==> config.mk <==
export PLATFORM = sky130hd
export DESIGN_NAME = if_stage
export DESIGN_NICKNAME = d
export VERILOG_FILES = /design/src/rtl/mips_pkg.sv /design/src/rtl/ifid_reg.sv /design/src/rtl/if_stage.sv
export SDC_FILE = /design/constraint.sdc
export NUM_CORES = 1
export LEC_CHECK = 0
export ABC_AREA = 1
export CORE_MARGIN = 4
export CORE_UTILIZATION = 29
export DETAILED_ROUTE_END_ITERATION = 6
export GPL_TIMING_DRIVEN = 0
export PLACE_DENSITY = 0.56
export REMOVE_ABC_BUFFERS = 1
export SYNTH_ARGS = -nofsm -noshare
export SYNTH_HDL_FRONTEND = slang
export SYNTH_SLANG_ARGS = --single-unit
==> constraint.sdc <==
create_clock -name clk -period 1.82 [get_ports clk]
set_input_delay 0.182 -clock clk [delete_from_list [all_inputs] [get_ports clk]]
set_output_delay 0.182 -clock clk [all_outputs]
set_load 0.05 [all_outputs]
==> src/rtl/mips_pkg.sv <==
// Shared fetch-stage types: NOP encoding, reset PC default, fetch FSM states, IF/ID record.
package mips_pkg;

    localparam logic [31:0] NOP_INSTR        = 32'h0000_0000;
    localparam logic [31:0] RESET_PC_DEFAULT = 32'h0000_0000;

    typedef enum logic [1:0] {
        BOOT = 2'd0,
        RUN  = 2'd1,
        HALT = 2'd2
    } fetch_state_t;

    typedef struct packed {
        logic [31:0] instr;
        logic [31:0] pc_plus4;
        logic        valid;
    } ifid_t;

    function automatic ifid_t make_bubble(input logic [31:0] nop);
        ifid_t b;
        b.instr    = nop;
        b.pc_plus4 = 32'h0;
        b.valid    = 1'b0;
        return b;
    endfunction

endpackage

==> src/rtl/ifid_reg.sv <==
// IF/ID pipeline register; one-cycle latency, flush beats hold, hold keeps contents.
module ifid_reg
    import mips_pkg::*;
#(
    parameter logic [31:0] NOP_WORD = NOP_INSTR
) (
    input  logic  clk,
    input  logic  rst_n,
    input  logic  hold,
    input  logic  flush,
    input  ifid_t d,
    output ifid_t q
);

    always_ff @(posedge clk) begin
        if (!rst_n || flush) begin
            q <= make_bubble(NOP_WORD);
        end else if (!hold) begin
            q <= d;
        end
    end

endmodule

==> src/rtl/if_stage.sv <==
// Instruction fetch: PC, BOOT/RUN/HALT control and IF/ID capture; imem_addr is combinational from pc.
// Stall holds PC and IF/ID; a redirect overrides stall and costs one bubble.
module if_stage
    import mips_pkg::*;
#(
    parameter logic [31:0] RESET_PC   = RESET_PC_DEFAULT,
    parameter int          IMEM_BYTES = 65536,
    parameter logic [31:0] NOP_WORD   = NOP_INSTR
) (
    input  logic        clk,
    input  logic        rst_n,
    input  logic        stall,
    input  logic        redirect_valid,
    input  logic [31:0] redirect_target,
    input  logic        halt_req,
    output logic [31:0] imem_addr,
    input  logic [31:0] imem_data,
    output logic [31:0] ifid_instr,
    output logic [31:0] ifid_pc_plus4,
    output logic        ifid_valid,
    output logic        fetch_fault,
    output logic [31:0] fetch_count
);

    localparam logic [31:0] PC_MAX = 32'(IMEM_BYTES - 4);

    fetch_state_t state;
    logic [31:0]  pc;
    logic [31:0]  pc_plus4;
    logic [31:0]  count;
    logic         fault;
    logic         out_of_range;
    logic         flush;
    logic         hold;
    ifid_t        ifid_d;
    ifid_t        ifid_q;

    assign pc_plus4     = pc + 32'd4;
    assign out_of_range = (pc > PC_MAX);

    // Outside RUN the register only ever takes bubbles.
    always_comb begin
        flush = 1'b1;
        hold  = 1'b0;
        if (state == RUN) begin
            if (redirect_valid) begin
                flush = 1'b1;
            end else if (stall) begin
                flush = 1'b0;
                hold  = 1'b1;
            end else begin
                flush = out_of_range;
            end
        end
    end

    always_ff @(posedge clk) begin
        if (!rst_n) begin
            state <= BOOT;
            pc    <= RESET_PC;
            fault <= 1'b0;
            count <= 32'h0;
        end else begin
            case (state)
                BOOT: state <= RUN;
                RUN: begin
                    if (redirect_valid) begin
                        pc <= {redirect_target[31:2], 2'b00};
                        if (redirect_target[1:0] != 2'b00) fault <= 1'b1;
                    end else if (!stall) begin
                        if (out_of_range) begin
                            fault <= 1'b1;
                            state <= HALT;
                        end else begin
                            pc    <= pc_plus4;
                            count <= count + 32'd1;
                            if (halt_req) state <= HALT;
                        end
                    end
                end
                HALT:    state <= HALT;
                default: state <= BOOT;
            endcase
        end
    end

    assign ifid_d.instr    = imem_data;
    assign ifid_d.pc_plus4 = pc_plus4;
    assign ifid_d.valid    = 1'b1;

    ifid_reg #(.NOP_WORD(NOP_WORD)) u_ifid (
        .clk   (clk),
        .rst_n (rst_n),
        .hold  (hold),
        .flush (flush),
        .d     (ifid_d),
        .q     (ifid_q)
    );

    assign imem_addr     = pc;
    assign ifid_instr    = ifid_q.instr;
    assign ifid_pc_plus4 = ifid_q.pc_plus4;
    assign ifid_valid    = ifid_q.valid;
    assign fetch_fault   = fault;
    assign fetch_count   = count;

endmodule

==> run_summary.xml <==
<?xml version="1.0" encoding="UTF-8"?>
<metrics>
  <group name="status">
    <metric name="run_status" unit="">completed</metric>
  </group>
  <group name="sta">
    <metric name="finalSetupViolations" unit="">0</metric>
    <metric name="totalNegativeSetupSlack" unit="ns">0</metric>
    <metric name="worst-slew-pin-transition" unit="ns">0.875</metric>
    <metric name="skew" unit="ns">0.0166</metric>
    <metric name="postLayoutSetupSlackWorst" unit="ns">0.0375</metric>
    <metric name="fmaxAchievable" unit="GHz">0.561</metric>
    <metric name="finalCriticalPeriod" unit="ns">1.78</metric>
    <metric name="finalHoldViolations" unit="">0</metric>
    <metric name="final_min_period_over_clock_period" unit="%">97.9</metric>
    <metric name="maxSlewHeadroom" unit="%">41.6</metric>
    <metric name="slew_viol_final" unit="">0</metric>
  </group>
  <group name="global_route">
    <metric name="grt_pass1_wl" unit="mm">38.5</metric>
    <metric name="grt_max_degree" unit="">62</metric>
    <metric name="first_global_vias" unit="">6806</metric>
    <metric name="globalRouteOverflowTotal" unit="">0</metric>
    <metric name="grt_antenna_before_repair" unit="">0</metric>
    <metric name="global_route.usage.total" unit="%">19.0</metric>
  </group>
  <group name="setup_path">
    <metric name="critical_path.max_stage_delay" unit="ns">0.85</metric>
    <metric name="r2r_end" unit="">u_ifid.q[41]$_SDFFE_PP0N_</metric>
    <metric name="crit_slowest_cell" unit="">sky130_fd_sc_hd__clkdlybuf4s50_1</metric>
    <metric name="worst-setup-path-type" unit="">register to primary output</metric>
    <metric name="rr_startpoint" unit="">imem_addr[25]$_SDFFE_PN0P_</metric>
    <metric name="r2r.worst_path.cells" unit="">8</metric>
    <metric name="rrSetupSlack" unit="ns">0.08</metric>
    <metric name="critical_path.top_delay_family" unit="">buffers and inverters</metric>
    <metric name="startpoint_type" unit="">register</metric>
    <metric name="startpoint" unit="">u_ifid.q[24]$_SDFFE_PP0N_</metric>
    <metric name="critical_path.cell_chain" unit="">clkdlybuf4s50_1</metric>
    <metric name="endpoint_kind" unit="">primary output</metric>
    <metric name="crit_path_end" unit="">ifid_pc_plus4[23]</metric>
    <metric name="cp.required" unit="ns">1.64</metric>
    <metric name="critical_path.n_buffers_inverters" unit="">1</metric>
    <metric name="cp_num_cells" unit="">1</metric>
    <metric name="critPathMaxFanout" unit="">2</metric>
    <metric name="crit_arrival" unit="ns">1.60</metric>
  </group>
  <group name="floorplanning">
    <metric name="start_util" unit="%">29.9</metric>
    <metric name="rows" unit="">54</metric>
    <metric name="die_x" unit="µm">159</metric>
    <metric name="core" unit="mm²">0.0221</metric>
    <metric name="die_y" unit="µm">159</metric>
    <metric name="ioPinCount" unit="">199</metric>
    <metric name="die_area" unit="mm²">0.0252</metric>
  </group>
  <group name="detailed_routing">
    <metric name="finalWirelength" unit="mm">24.7</metric>
    <metric name="highest_routing_layer_actually_used" unit="">met4</metric>
    <metric name="post_drt_via_cell_ratio" unit="">4.75</metric>
    <metric name="dr_total_vias" unit="">7279</metric>
    <metric name="drtPass1Iterations" unit="">5</metric>
    <metric name="detailroute.wirelength.met2" unit="mm">11.2</metric>
    <metric name="wl_met1" unit="mm">11.6</metric>
    <metric name="drc" unit="">0</metric>
    <metric name="drtIter0Drc" unit="">418</metric>
    <metric name="met3_length" unit="mm">1.40</metric>
    <metric name="postRouteAntennaNets" unit="">0</metric>
    <metric name="avgRoutedWirePerCell" unit="µm">16.1</metric>
  </group>
  <group name="clock_network">
    <metric name="post_cts_hold_buffer_count" unit="">0</metric>
    <metric name="cts_inserted_buffers" unit="">17</metric>
    <metric name="cts_sinks" unit="">128</metric>
    <metric name="cts-root-buf" unit="">sky130_fd_sc_hd__clkbuf_16</metric>
    <metric name="cts_tree" unit="">built</metric>
    <metric name="clk-insertion-delay-late" unit="ns">0.43</metric>
    <metric name="clock_slew_at_the_register_clock_pins_of_the_worst_setup_and_hold_paths" unit="ns">0.07</metric>
    <metric name="ctsLongestPathBuffers" unit="">2</metric>
    <metric name="ctsHtreeMaxLevel" unit="">4</metric>
  </group>
  <group name="synthesis">
    <metric name="yosysTopAreaCellShare" unit="%">38.8</metric>
    <metric name="syn-instance-count" unit="">1040</metric>
    <metric name="avgSynthCellArea" unit="µm²">6.35</metric>
    <metric name="yosysSeqAreaShare" unit="%">38.8</metric>
    <metric name="synth_enable_flop_cells" unit="">0</metric>
    <metric name="synth_area" unit="mm²">0.00660</metric>
    <metric name="synth-main-ff-cell" unit="">sky130_fd_sc_hd__dfxtp_1</metric>
    <metric name="synth-seq-cells" unit="">128</metric>
    <metric name="asyncSetResetFlopFracSynth" unit="%">0</metric>
    <metric name="synthTopCellsByArea" unit="">sky130_fd_sc_hd__dfxtp_1 39%, sky130_fd_sc_hd__nand2_1 22%, sky130_fd_sc_hd__nor2_1 12%</metric>
    <metric name="synth-warning-count" unit="">0</metric>
    <metric name="count_of_unique_library_cells_instantiated_by_yosys" unit="">33</metric>
    <metric name="synthDominantAreaCellType" unit="">sky130_fd_sc_hd__dfxtp_1</metric>
  </group>
  <group name="final_layout">
    <metric name="share_of_final_layout_standard_cells_stronger_than_drive_strength_1" unit="%">10.3</metric>
    <metric name="nNetsFinal" unit="">1312</metric>
    <metric name="multiInputGateArea" unit="mm²">0.00390</metric>
    <metric name="seq_area" unit="mm²">0.00257</metric>
    <metric name="flow.area_growth_from_synthesis" unit="%">47.6</metric>
    <metric name="filler_cell_count" unit="">2306</metric>
    <metric name="post_layout_nonfiller_instances" unit="">1532</metric>
    <metric name="insertedDiodeCount" unit="">0</metric>
  </group>
  <group name="power">
    <metric name="p_total" unit="mW">11.8</metric>
    <metric name="power_leakage" unit="nW">3.85</metric>
    <metric name="vdd_drop_max" unit="mV">0.745</metric>
    <metric name="power_density" unit="mW/mm²">1210</metric>
  </group>
  <group name="placed_design">
    <metric name="pre_cts_ws" unit="ns">-1.38</metric>
    <metric name="place.detailed.hpwl" unit="mm">15.9</metric>
    <metric name="port-buffer-count" unit="">194</metric>
    <metric name="placedCellCount" unit="">1474</metric>
    <metric name="routabilityCongestion" unit="">0.850</metric>
  </group>
  <group name="run">
    <metric name="cap_violations" unit="">0</metric>
  </group>
  <group name="worst_hold_path">
    <metric name="hold_path_class" unit="">input pin to register</metric>
  </group>
</metrics>
## cell type report
type                       instances  area share [%]
inverter                          41            1.89
clock buffer                      18            4.51
timing repair inverter             2           0.154
tap                              280            3.60
clock inverter                    14            1.73
timing repair buffer             214            21.6
sequential                       128            26.4
multi-input combinational        835            40.1
## synthesized netlist by cell type, types with 2 or more instances
cell	instances
sky130_fd_sc_hd__a21oi_1	77
sky130_fd_sc_hd__a21oi_2	20
sky130_fd_sc_hd__a21oi_4	2
sky130_fd_sc_hd__buf_2	17
sky130_fd_sc_hd__buf_4	4
sky130_fd_sc_hd__buf_6	3
sky130_fd_sc_hd__clkbuf_1	20
sky130_fd_sc_hd__dfxtp_1	128
sky130_fd_sc_hd__ha_1	4
sky130_fd_sc_hd__inv_1	38
sky130_fd_sc_hd__inv_2	3
sky130_fd_sc_hd__nand2_1	380
sky130_fd_sc_hd__nand3_1	32
sky130_fd_sc_hd__nand3b_1	13
sky130_fd_sc_hd__nand4_1	3
sky130_fd_sc_hd__nor2_1	208
sky130_fd_sc_hd__nor2_2	2
sky130_fd_sc_hd__nor2_4	2
sky130_fd_sc_hd__nor3_1	3
sky130_fd_sc_hd__o21ai_0	53
sky130_fd_sc_hd__o21bai_1	2
sky130_fd_sc_hd__xnor2_1	5
sky130_fd_sc_hd__xor2_1	11
## stage by stage
step	instance area [µm²]	util [%]	hold WS [ns]
finish	9740	44.1	0.295
global route	9740	44.1	0.294
CTS	9560	43.2	0.277
detailed placement	8730	39.5	0.457
global placement	8670	39.3	0.451
floorplan	6380	-	0.303
## repair_timing
item                                    4_1_cts  5_1_grt
gates resized for setup                      98       38
pin swaps                                     5        7
cloned                                        6        3
buffers inserted                             14        3
endpoints found under the setup margin      180      123
## power breakdown
part	switching [mW]	total, mW	internal (mW)
Sequential	0.488	3.64	3.16
Clock	1.49	3.60	2.10
Combinational	3.10	4.53	1.43
Total	5.08	11.8	6.69
## sequential cells by signal (all words and copies together) (netlist names)
register	count
u_ifid.q	63
fetch_count	32
imem_addr	30
state	2
fetch_fault	1
## cells in the final DEF (no fill, tap or decap), drive strengths merged, types with 4 or more instances in the layout
cell,instances
xor2,11
ha,4
dlymetal6s2s,4
a21oi,100
o21ai,54
xnor2,5
clkdlybuf4s50,123
nand3,36
dlygate4sd2,65
clkinvlp,5
inv,46
clkinv,4
buf,21
clkbuf,19
nand2,381
nor2,213
dfxtp,128
nand4,4
conb,4
nand3b,13
## metal layers
layer,GRT usage [%],vias to the layer above
li1,-,3712
met5,0,-
met4,6.19,0
met2,30.5,228
met3,3.86,27
met1,25.6,3312
## worst min path at each step
stage	cells past startpoint	end	startpoint	slack, ns
floorplan	2	fetch_count[7]$_SDFFE_PN0P_	rst_n	0.30
global placement	2	u_ifid.q[38]$_SDFFE_PP0N_	u_ifid.q[38]$_SDFFE_PP0N_	0.45
detailed placement	2	u_ifid.q[14]$_SDFFE_PP0N_	u_ifid.q[14]$_SDFFE_PP0N_	0.46
CTS	3	imem_addr[24]$_SDFFE_PN0P_	redirect_valid	0.28
global route	3	u_ifid.q[38]$_SDFFE_PP0N_	imem_data[5]	0.29
finish	3	imem_addr[24]$_SDFFE_PN0P_	redirect_valid	0.29
## cells by family after synthesis
family          count (synthesis)  share of synthesized area, %
simple gates                  649                          39.0
compound gates                156                          13.4
flops                         128                          38.8
buf+inv                        86                          5.78
xor+xnor                       16                          2.12
fa+ha+maj                       4                         0.758
other cells                     1                        0.0568
Power figures use the tool's default switching activity.
